### config.mk
export PLATFORM = sky130hd
export DESIGN_NAME = i2s_playback_ctrl
export DESIGN_NICKNAME = d
export VERILOG_FILES = /design/src/rtl/i2s_playback_ctrl.sv
export SDC_FILE = /design/constraint.sdc
export NUM_CORES = 1
export LEC_CHECK = 0
export BUFFER_PORTS_ARGS = -buffer_cell sky130_fd_sc_hd__buf_4
export CORE_MARGIN = 10
export CORE_UTILIZATION = 33
export DETAILED_ROUTE_END_ITERATION = 16
export PLACE_DENSITY_LB_ADDON = 0.3
export SYNTH_ARGS = -nofsm -noshare
export SYNTH_HDL_FRONTEND = slang
export SYNTH_SLANG_ARGS = --single-unit
### constraint.sdc
create_clock -name clk -period 2.51 [get_ports clk]
set_clock_uncertainty 0.2 [all_clocks]
set_input_delay 0.251 -clock clk [delete_from_list [all_inputs] [get_ports clk]]
set_output_delay 0.251 -clock clk [all_outputs]
set_load 0.03 [all_outputs]
### src/rtl/i2s_playback_ctrl.sv
// Playback sequencer: fetches samples start_addr..end_addr from a synchronous RAM and feeds the I2S transmitter.
// Optional loop counter output is enabled with `define I2S_PLAY_LOOP_CNT_EN.
module i2s_playback_ctrl #(
    parameter int ADDR_WIDTH  = 16,
    parameter int DATA_WIDTH  = 16,
    parameter int MEM_LATENCY = 1
) (
    input  logic                  clk,
    input  logic                  rst_n,
    input  logic                  play,
    input  logic                  stop,
    input  logic                  loop_en,
    input  logic [ADDR_WIDTH-1:0] start_addr,
    input  logic [ADDR_WIDTH-1:0] end_addr,
    output logic [ADDR_WIDTH-1:0] mem_addr,
    output logic                  mem_rd,
    input  logic [DATA_WIDTH-1:0] mem_rdata,
    output logic                  i2s_start,
    output logic [DATA_WIDTH-1:0] i2s_sample,
    input  logic                  i2s_inc_mem,
    output logic                  busy,
    output logic                  done,
    output logic                  underrun,
    output logic                  cfg_err
`ifdef I2S_PLAY_LOOP_CNT_EN
    ,
    output logic [7:0]            loop_cnt
`endif
);

    typedef enum logic [1:0] {S_IDLE, S_FETCH, S_PLAY, S_DRAIN} state_t;

    localparam logic [2:0] LAT = 3'(MEM_LATENCY);

    state_t                state_q, state_d;
    logic [ADDR_WIDTH-1:0] start_q, start_d;
    logic [ADDR_WIDTH-1:0] end_q, end_d;
    logic [ADDR_WIDTH-1:0] mem_addr_q, mem_addr_d;
    logic                  mem_rd_q, mem_rd_d;
    logic                  pending_q, pending_d;
    logic [2:0]            cnt_q, cnt_d;
    logic                  valid_q, valid_d;
    logic                  i2s_start_q, i2s_start_d;
    logic [DATA_WIDTH-1:0] sample_q, sample_d;
    logic                  done_q, done_d;
    logic                  underrun_q, underrun_d;
    logic                  cfg_err_q, cfg_err_d;
`ifdef I2S_PLAY_LOOP_CNT_EN
    logic [7:0]            loop_cnt_q, loop_cnt_d;
`endif

    logic fetch_done;

    // A read issued at edge E is captured at edge E+MEM_LATENCY+1, once cnt has run down to zero.
    assign fetch_done = pending_q && (cnt_q == 3'd0);

    always_comb begin
        // NOTE: every _d gets a default first so no path through this block can infer a latch.
        state_d     = state_q;
        start_d     = start_q;
        end_d       = end_q;
        mem_addr_d  = mem_addr_q;
        mem_rd_d    = 1'b0;
        pending_d   = pending_q;
        cnt_d       = cnt_q;
        valid_d     = valid_q;
        i2s_start_d = i2s_start_q;
        sample_d    = sample_q;
        done_d      = 1'b0;
        underrun_d  = 1'b0;
        cfg_err_d   = 1'b0;
`ifdef I2S_PLAY_LOOP_CNT_EN
        loop_cnt_d  = loop_cnt_q;
`endif

        if (pending_q && (cnt_q != 3'd0)) begin
            cnt_d = cnt_q - 3'd1;
        end

        if ((state_q != S_IDLE) && stop) begin
            // Abort: any in-flight read is dropped by clearing pending; the last sample is held.
            state_d     = S_IDLE;
            i2s_start_d = 1'b0;
            valid_d     = 1'b0;
            pending_d   = 1'b0;
            cnt_d       = 3'd0;
        end else begin
            case (state_q)
                S_IDLE: begin
                    if (play && !stop) begin
                        if (start_addr <= end_addr) begin
                            start_d    = start_addr;
                            end_d      = end_addr;
                            mem_addr_d = start_addr;
                            mem_rd_d   = 1'b1;
                            pending_d  = 1'b1;
                            cnt_d      = LAT;
                            state_d    = S_FETCH;
`ifdef I2S_PLAY_LOOP_CNT_EN
                            loop_cnt_d = 8'd0;
`endif
                        end else begin
                            cfg_err_d = 1'b1;
                        end
                    end
                end
                S_FETCH: begin
                    if (fetch_done) begin
                        sample_d    = mem_rdata;
                        valid_d     = 1'b1;
                        pending_d   = 1'b0;
                        i2s_start_d = 1'b1;
                        state_d     = S_PLAY;
                    end
                end
                S_PLAY: begin
                    if (fetch_done) begin
                        sample_d  = mem_rdata;
                        valid_d   = 1'b1;
                        pending_d = 1'b0;
                    end
                    if (i2s_inc_mem) begin
                        if (!valid_q) begin
                            // A fetch is already outstanding; let it land rather than issuing another.
                            underrun_d = 1'b1;
                        end else begin
                            valid_d = 1'b0;
                            if (mem_addr_q != end_q) begin
                                mem_addr_d = mem_addr_q + ADDR_WIDTH'(1);
                                mem_rd_d   = 1'b1;
                                pending_d  = 1'b1;
                                cnt_d      = LAT;
                            end else if (loop_en) begin
                                mem_addr_d = start_q;
                                mem_rd_d   = 1'b1;
                                pending_d  = 1'b1;
                                cnt_d      = LAT;
`ifdef I2S_PLAY_LOOP_CNT_EN
                                if (loop_cnt_q != 8'hFF) loop_cnt_d = loop_cnt_q + 8'd1;
`endif
                            end else begin
                                sample_d = '0;
                                state_d  = S_DRAIN;
                            end
                        end
                    end
                end
                S_DRAIN: begin
                    if (i2s_inc_mem) begin
                        i2s_start_d = 1'b0;
                        done_d      = 1'b1;
                        state_d     = S_IDLE;
                    end
                end
                default: state_d = S_IDLE;
            endcase
        end
    end

    // NOTE: sequential state uses non-blocking assignments so every register updates from pre-edge values.
    always_ff @(posedge clk or negedge rst_n) begin
        if (!rst_n) begin
            state_q     <= S_IDLE;
            start_q     <= '0;
            end_q       <= '0;
            mem_addr_q  <= '0;
            mem_rd_q    <= 1'b0;
            pending_q   <= 1'b0;
            cnt_q       <= 3'd0;
            valid_q     <= 1'b0;
            i2s_start_q <= 1'b0;
            sample_q    <= '0;
            done_q      <= 1'b0;
            underrun_q  <= 1'b0;
            cfg_err_q   <= 1'b0;
`ifdef I2S_PLAY_LOOP_CNT_EN
            loop_cnt_q  <= 8'd0;
`endif
        end else begin
            state_q     <= state_d;
            start_q     <= start_d;
            end_q       <= end_d;
            mem_addr_q  <= mem_addr_d;
            mem_rd_q    <= mem_rd_d;
            pending_q   <= pending_d;
            cnt_q       <= cnt_d;
            valid_q     <= valid_d;
            i2s_start_q <= i2s_start_d;
            sample_q    <= sample_d;
            done_q      <= done_d;
            underrun_q  <= underrun_d;
            cfg_err_q   <= cfg_err_d;
`ifdef I2S_PLAY_LOOP_CNT_EN
            loop_cnt_q  <= loop_cnt_d;
`endif
        end
    end

    assign mem_addr   = mem_addr_q;
    assign mem_rd     = mem_rd_q;
    assign i2s_start  = i2s_start_q;
    assign i2s_sample = sample_q;
    assign busy       = (state_q != S_IDLE);
    assign done       = done_q;
    assign underrun   = underrun_q;
    assign cfg_err    = cfg_err_q;
`ifdef I2S_PLAY_LOOP_CNT_EN
    assign loop_cnt   = loop_cnt_q;
`endif

endmodule

After elaboration in Yosys (flattened, before gate mapping)

Cells that the tools add are included.

Flip-flop bits (word level): 76
Output and inout port bits: 38

Magnitude comparators: 1
$add $sub $neg: 2
Bitwise gates (word level): 1
Equal/unequal tests: 17
Reductions and logical operators: 20
Mux-type cells: 69

Operators with widths:

| operator                | count |
|---|---|
| $mux W16                | 11 |
| $pmux W16 S2            | 2 |
| $mux W1                 | 33 |
| $ne A3 B3 Y1 const B    | 9 |
| $mux W3                 | 8 |
| $mux W2                 | 9 |
| $add A16 B1 Y16 const B | 1 |
| $le A16 B16 Y1          | 1 |
| $ne A16 B16 Y1          | 1 |
| $reduce_bool A3 Y1      | 3 |
| $ne A2 B2 Y1 const B    | 4 |
| $pmux W2 S4             | 1 |
| $reduce_and A8 Y1       | 1 |
| $reduce_and A7 Y1       | 1 |
| $pmux W1 S2             | 3 |
| $pmux W3 S2             | 1 |
| $reduce_and A3 Y1       | 2 |
| $reduce_bool A2 Y1      | 3 |
| $eq A2 B2 Y1 const B    | 2 |
| $logic_and A1 B1 Y1     | 4 |
| $reduce_and A4 Y1       | 1 |
| $reduce_bool A4 Y1      | 1 |
| $logic_not A3 Y1        | 1 |
| $pmux W1 S3             | 1 |
| other kinds (6)         | 6 |

Logic depth before layout (Yosys ltp)

Depth in word-level cells: 9
Mapped depth: 10

Worst setup path before layout

No wires, ideal clock.

Path type: input port to flip-flop
Start: input end_addr[14]
End: register mem_addr_q[10] (netlist: mem_addr[10])
Library setup time: 0.125 ns
Slack: -0.164 ns
Cell stages on the path: 9
Arrival time: 2.349 ns
Path through: inv_1 ha_1 nand4_2 or3_4 nor3_4 a21oi_2 a221oi_4 buf_8 mux2_4

Cells in the longest elaborated chain, start to end: 3

RTL lines:

| item                        | line | source |
|---|---|---|
| start: declaration          | 14   | `input logic [ADDR_WIDTH-1:0] end_addr,` |
| $le A16 B16 Y1              | 91   | `if (start_addr <= end_addr) begin` |
| $ne A2 B2 Y1 (no line)      | -    |  |
| $reduce_and A7 Y1 (no line) | -    |  |
| end signal: assignment      | 183  | `mem_addr_q <= mem_addr_d;` |
| end: declaration            | 38   | `logic [ADDR_WIDTH-1:0] mem_addr_q, mem_addr_d;` |

Every way passes these cells.
A chain may end at the register's enable or synchronous reset.

Worst setup path in the final report

Start: register mem_addr_q[0] (netlist: mem_addr[0])
End: register mem_addr_q[14] (netlist: mem_addr[14])

Cells in the longest elaborated chain, start to end: 5
Elaborated cells on any way between the ends: 8
Classes of those cells: add/sub (1); eq/ne (2); mux (4); reduce/logical (1)

RTL lines:

| item                                              | line     | source |
|---|---|---|
| $add A16 B1 Y16 or $ne A16 B16 Y1 (tied branches) | 129, 128 |  |
| $mux W16                                          | 128      | `if (mem_addr_q != end_q) begin` |
| $mux W16                                          | 123      | `if (!valid_q) begin` |
| $mux W16                                          | 122      | `if (i2s_inc_mem) begin` |
| $pmux W16 S2                                      | 88       | `case (state_q)` |

Parallel ways exist; a longest one is shown, timed or not. The select of a mux whose other input is x is not followed.

==> flow_metrics.py <==
metrics = {
    "outcome": {
        "status": "finished, final reports clean",
    },
    "grt": {
        "grt_usage": 0.146,
        "grt_pass1_wl_microns": 21500,
        "grt_overflow": 0,
        "grt_pass1_vias": 4226,
        "antenna_found_initial": 0,
        "grt_start_max_net_pins": 42,
    },
    "yosys": {
        "synth_ff_type": "dfrtp_1",
        "yosys.area.top_type": "dfrtp_1",
        "yosysTopAreaCellShare": 0.427,
        "yosys_warnings": 0,
        "syn-cell-area_sq_mm": 0.00445,
        "yosys-top-cells-count": "76 x dfrtp_1, 65 x nand2_1, 39 x mux2_2, 38 x inv_1, 29 x a21oi_1",
        "syn_nets": 526,
        "synth_area_leaders": "dfrtp_1 43%, mux2_2 9.9%, ha_1 6.5%, nand2_1 5.5%, xor2_1 4.9%",
        "netlist_instances": 449,
        "yosysSeqAreaShare": 0.427,
        "syn_avg_cell_area_sq_um": 9.91,
        "ys_ff_latch": 76,
        "synth_edf_count": 0,
        "ys_types": 51,
        "yosysMostFrequentCell": "dfrtp_1",
        "synth-async-reset-ratio": 1.00,
    },
    "sta": {
        "final-setup-viol-count": 0,
        "tightest_slew_ns": 0.524,
        "rsz0062_at_grt": "false",
        "fin_crit_sh": 0.966,
        "period_needed_ns": 2.42,
        "relSlewSlack": 0.650,
        "drv_slew": 0,
        "fmax_ghz": 0.413,
        "setup_tns_ns": 0,
        "report.final.hold_viol_count": 0,
    },
    "setup_path": {
        "slowest_delay_ns": 0.46,
        "critical_path.cell_chain": "xor2_1 > nor4_1 > nand4_2 > buf_4 > buf_4 > nand3_1 > o221ai_1 > mux2_4",
        "crit_type": "flop to flop",
        "end_kind": "flop",
        "worstPathArrival_ns": 2.44,
        "cp_top_family": "simple AND/OR/NAND/NOR gates",
        "crit_top_cell": "buf_4",
        "required_ns": 2.53,
        "crit_fanout": 16,
        "cpMaxStageDelayCell": "dfrtp_1",
        "cp-start-kind": "flop",
        "critical_path_buf_inv_count": 2,
    },
    "job": {
        "max_cap_viol_count": 0,
    },
    "clocking": {
        "clk_pin_slew_ns": 0.06,
        "cts_max_level": 3,
        "clock_latency_ns": 0.34,
        "clockBufferDepth": 2,
        "clockRootBuffer": "clkbuf_16",
        "tritoncts": "built",
        "numCtsBuffers": 9,
        "cts_sinks": 76,
    },
    "pwr": {
        "p_clk_frac": 0.196,
        "switchingPower_mw": 3.11,
        "p_leak_nw": 3.07,
        "swShare": 0.401,
        "p_per_area_mw_per_mm2": 1190,
        "p_int_mw": 4.65,
        "seqPwrFrac": 0.287,
        "peakVddDrop_mv": 0.448,
        "combPwrFrac": 0.516,
    },
    "final_layout": {
        "drive_above_1_share": 0.359,
        "fin_nets": 701,
        "n_antenna_cell": 0,
        "post-route-util": 0.494,
        "area_growth_pct": 47.0,
        "fillCellCount": 1238,
    },
    "route": {
        "wl_microns": 13500,
        "vias": 4004,
        "drt_iter0_drc": 238,
        "ant_nets": 0,
        "drtPass1Iterations": 5,
        "wire_per_inst_microns": 16.8,
        "drcViolationCount": 0,
        "routed_via_density": 4.97,
    },
    "die": {
        "start_util": 0.336,
        "die_area_sq_mm": 0.0185,
        "fp.coreArea_sq_mm": 0.0132,
        "rows": 42,
        "ios": 92,
        "die_y_microns": 136,
        "die_width_microns": 136,
    },
    "placement": {
        "gp_congestion": 0.922,
        "post-dp-hpwl_microns": 10200,
        "io_buffer_count": 91,
    },
    "worst_hold_path": {
        "hp-class": "input pin to flop",
    },
}
path summary, 6_finish.rpt:
kind	cells past startpoint	start	to	slack, ns
min in group asynchronous	2	rst_n	end_q[11]	0.22
worst max register to register	8	mem_addr[0]	mem_addr[14]	0.09
worst max-delay path	8	mem_addr[0]	mem_addr[14]	0.09
worst min register to register	1	valid_q	underrun	0.29
max in group asynchronous	3	rst_n	i2s_sample[8]	1.29
worst min-delay path	2	end_addr[15]	end_q[15]	0.04
power groups by stage:
stage / Sequential, mW / Combinational, mW / Clock, mW
final: 2.23 / 4.00 / 1.52
after global routing: 2.30 / 4.32 / 1.59
after CTS: 2.22 / 4.01 / 1.54
after detailed placement: 2.23 / 3.93 / 0
after global placement: 2.22 / 3.86 / 0
after floorplan: 2.75 / 1.94 / 0
area by class of cell:
cell class                 count  area (sq um)  area share
timing repair buffer         181          1500       0.230
sequential                    76          1900       0.291
clock inverter                 6           111      0.0170
tap                          176           220      0.0336
multi-input combinational    318          2410       0.368
clock buffer                  10           239      0.0365
inverter                      38           158      0.0241
kinds of logic after synthesis:
| logic type | Yosys count | synth area share |
|---|---|---|
| xor+xnor | 31 | 0.0610 |
| flops | 76 | 0.427 |
| fa+ha+maj | 23 | 0.0646 |
| simple gates | 143 | 0.157 |
| compound gates | 71 | 0.111 |
| buf+inv | 55 | 0.0500 |
| mux | 50 | 0.129 |
state kept, by name, summed over array words and instances, names as in the netlist, 2 cells and up:
name        cells
end_q          16
i2s_sample     16
mem_addr       16
start_q        16
cnt_q           3
state_q         2
stage by stage:
stage	setup slack [ns]	hold WS, ns	instances	area (sq um)	total power, mW
3_5_place_dp	-0.201	0.0531	751	5800	6.16
2_1_floorplan	-0.0167	-0.245	449	4530	4.69
3_3_place_gp	-0.117	0.0550	751	5800	6.08
5_1_grt	0.0218	0.0342	805	6550	8.22
6_report	0.0865	0.0358	805	6550	7.76
4_1_cts	0.0949	0.0319	805	6530	7.78
per-layer routing:
layer	vias to the layer above	GRT usage	wire length, microns
li1	1924	-	-
met1	1940	0.179	5930
met2	102	0.242	6650
met3	38	0.0295	550
met4	0	0.0680	413
met5	-	0	0
layout by cell type, fill, tap and decap left out, drive strengths merged, types with 3 or more instances in the layout:
master       netlist  routed
bufinv             0       3
o21ai              6       6
mux2              44      44
nor4               9       9
dlygate4sd3        0      38
nand3             20      20
nand4              7       7
buf                7     143
dfrtp             76      76
xnor2              6       6
nor2              14      14
o21bai             3       3
or2                3       3
and3               3       3
ha                23      23
nor2b              3       3
mux2i              6       6
nand2             65      65
nor3              13      13
xor2              25      25
clkbuf            10      10
o221ai            10      10
a221oi             3       3
a31oi              3       3
inv               38      38
a21oi             30      30
repair_timing:
item                                   4_1_cts  5_1_grt
endpoints found under the hold margin       73        0
setup buffers                                0        0
setup endpoints to repair                    0       33
resized for setup                            0        3
hold buffers                                38        0
No activity file was read; power rests on OpenSTA's default activity.
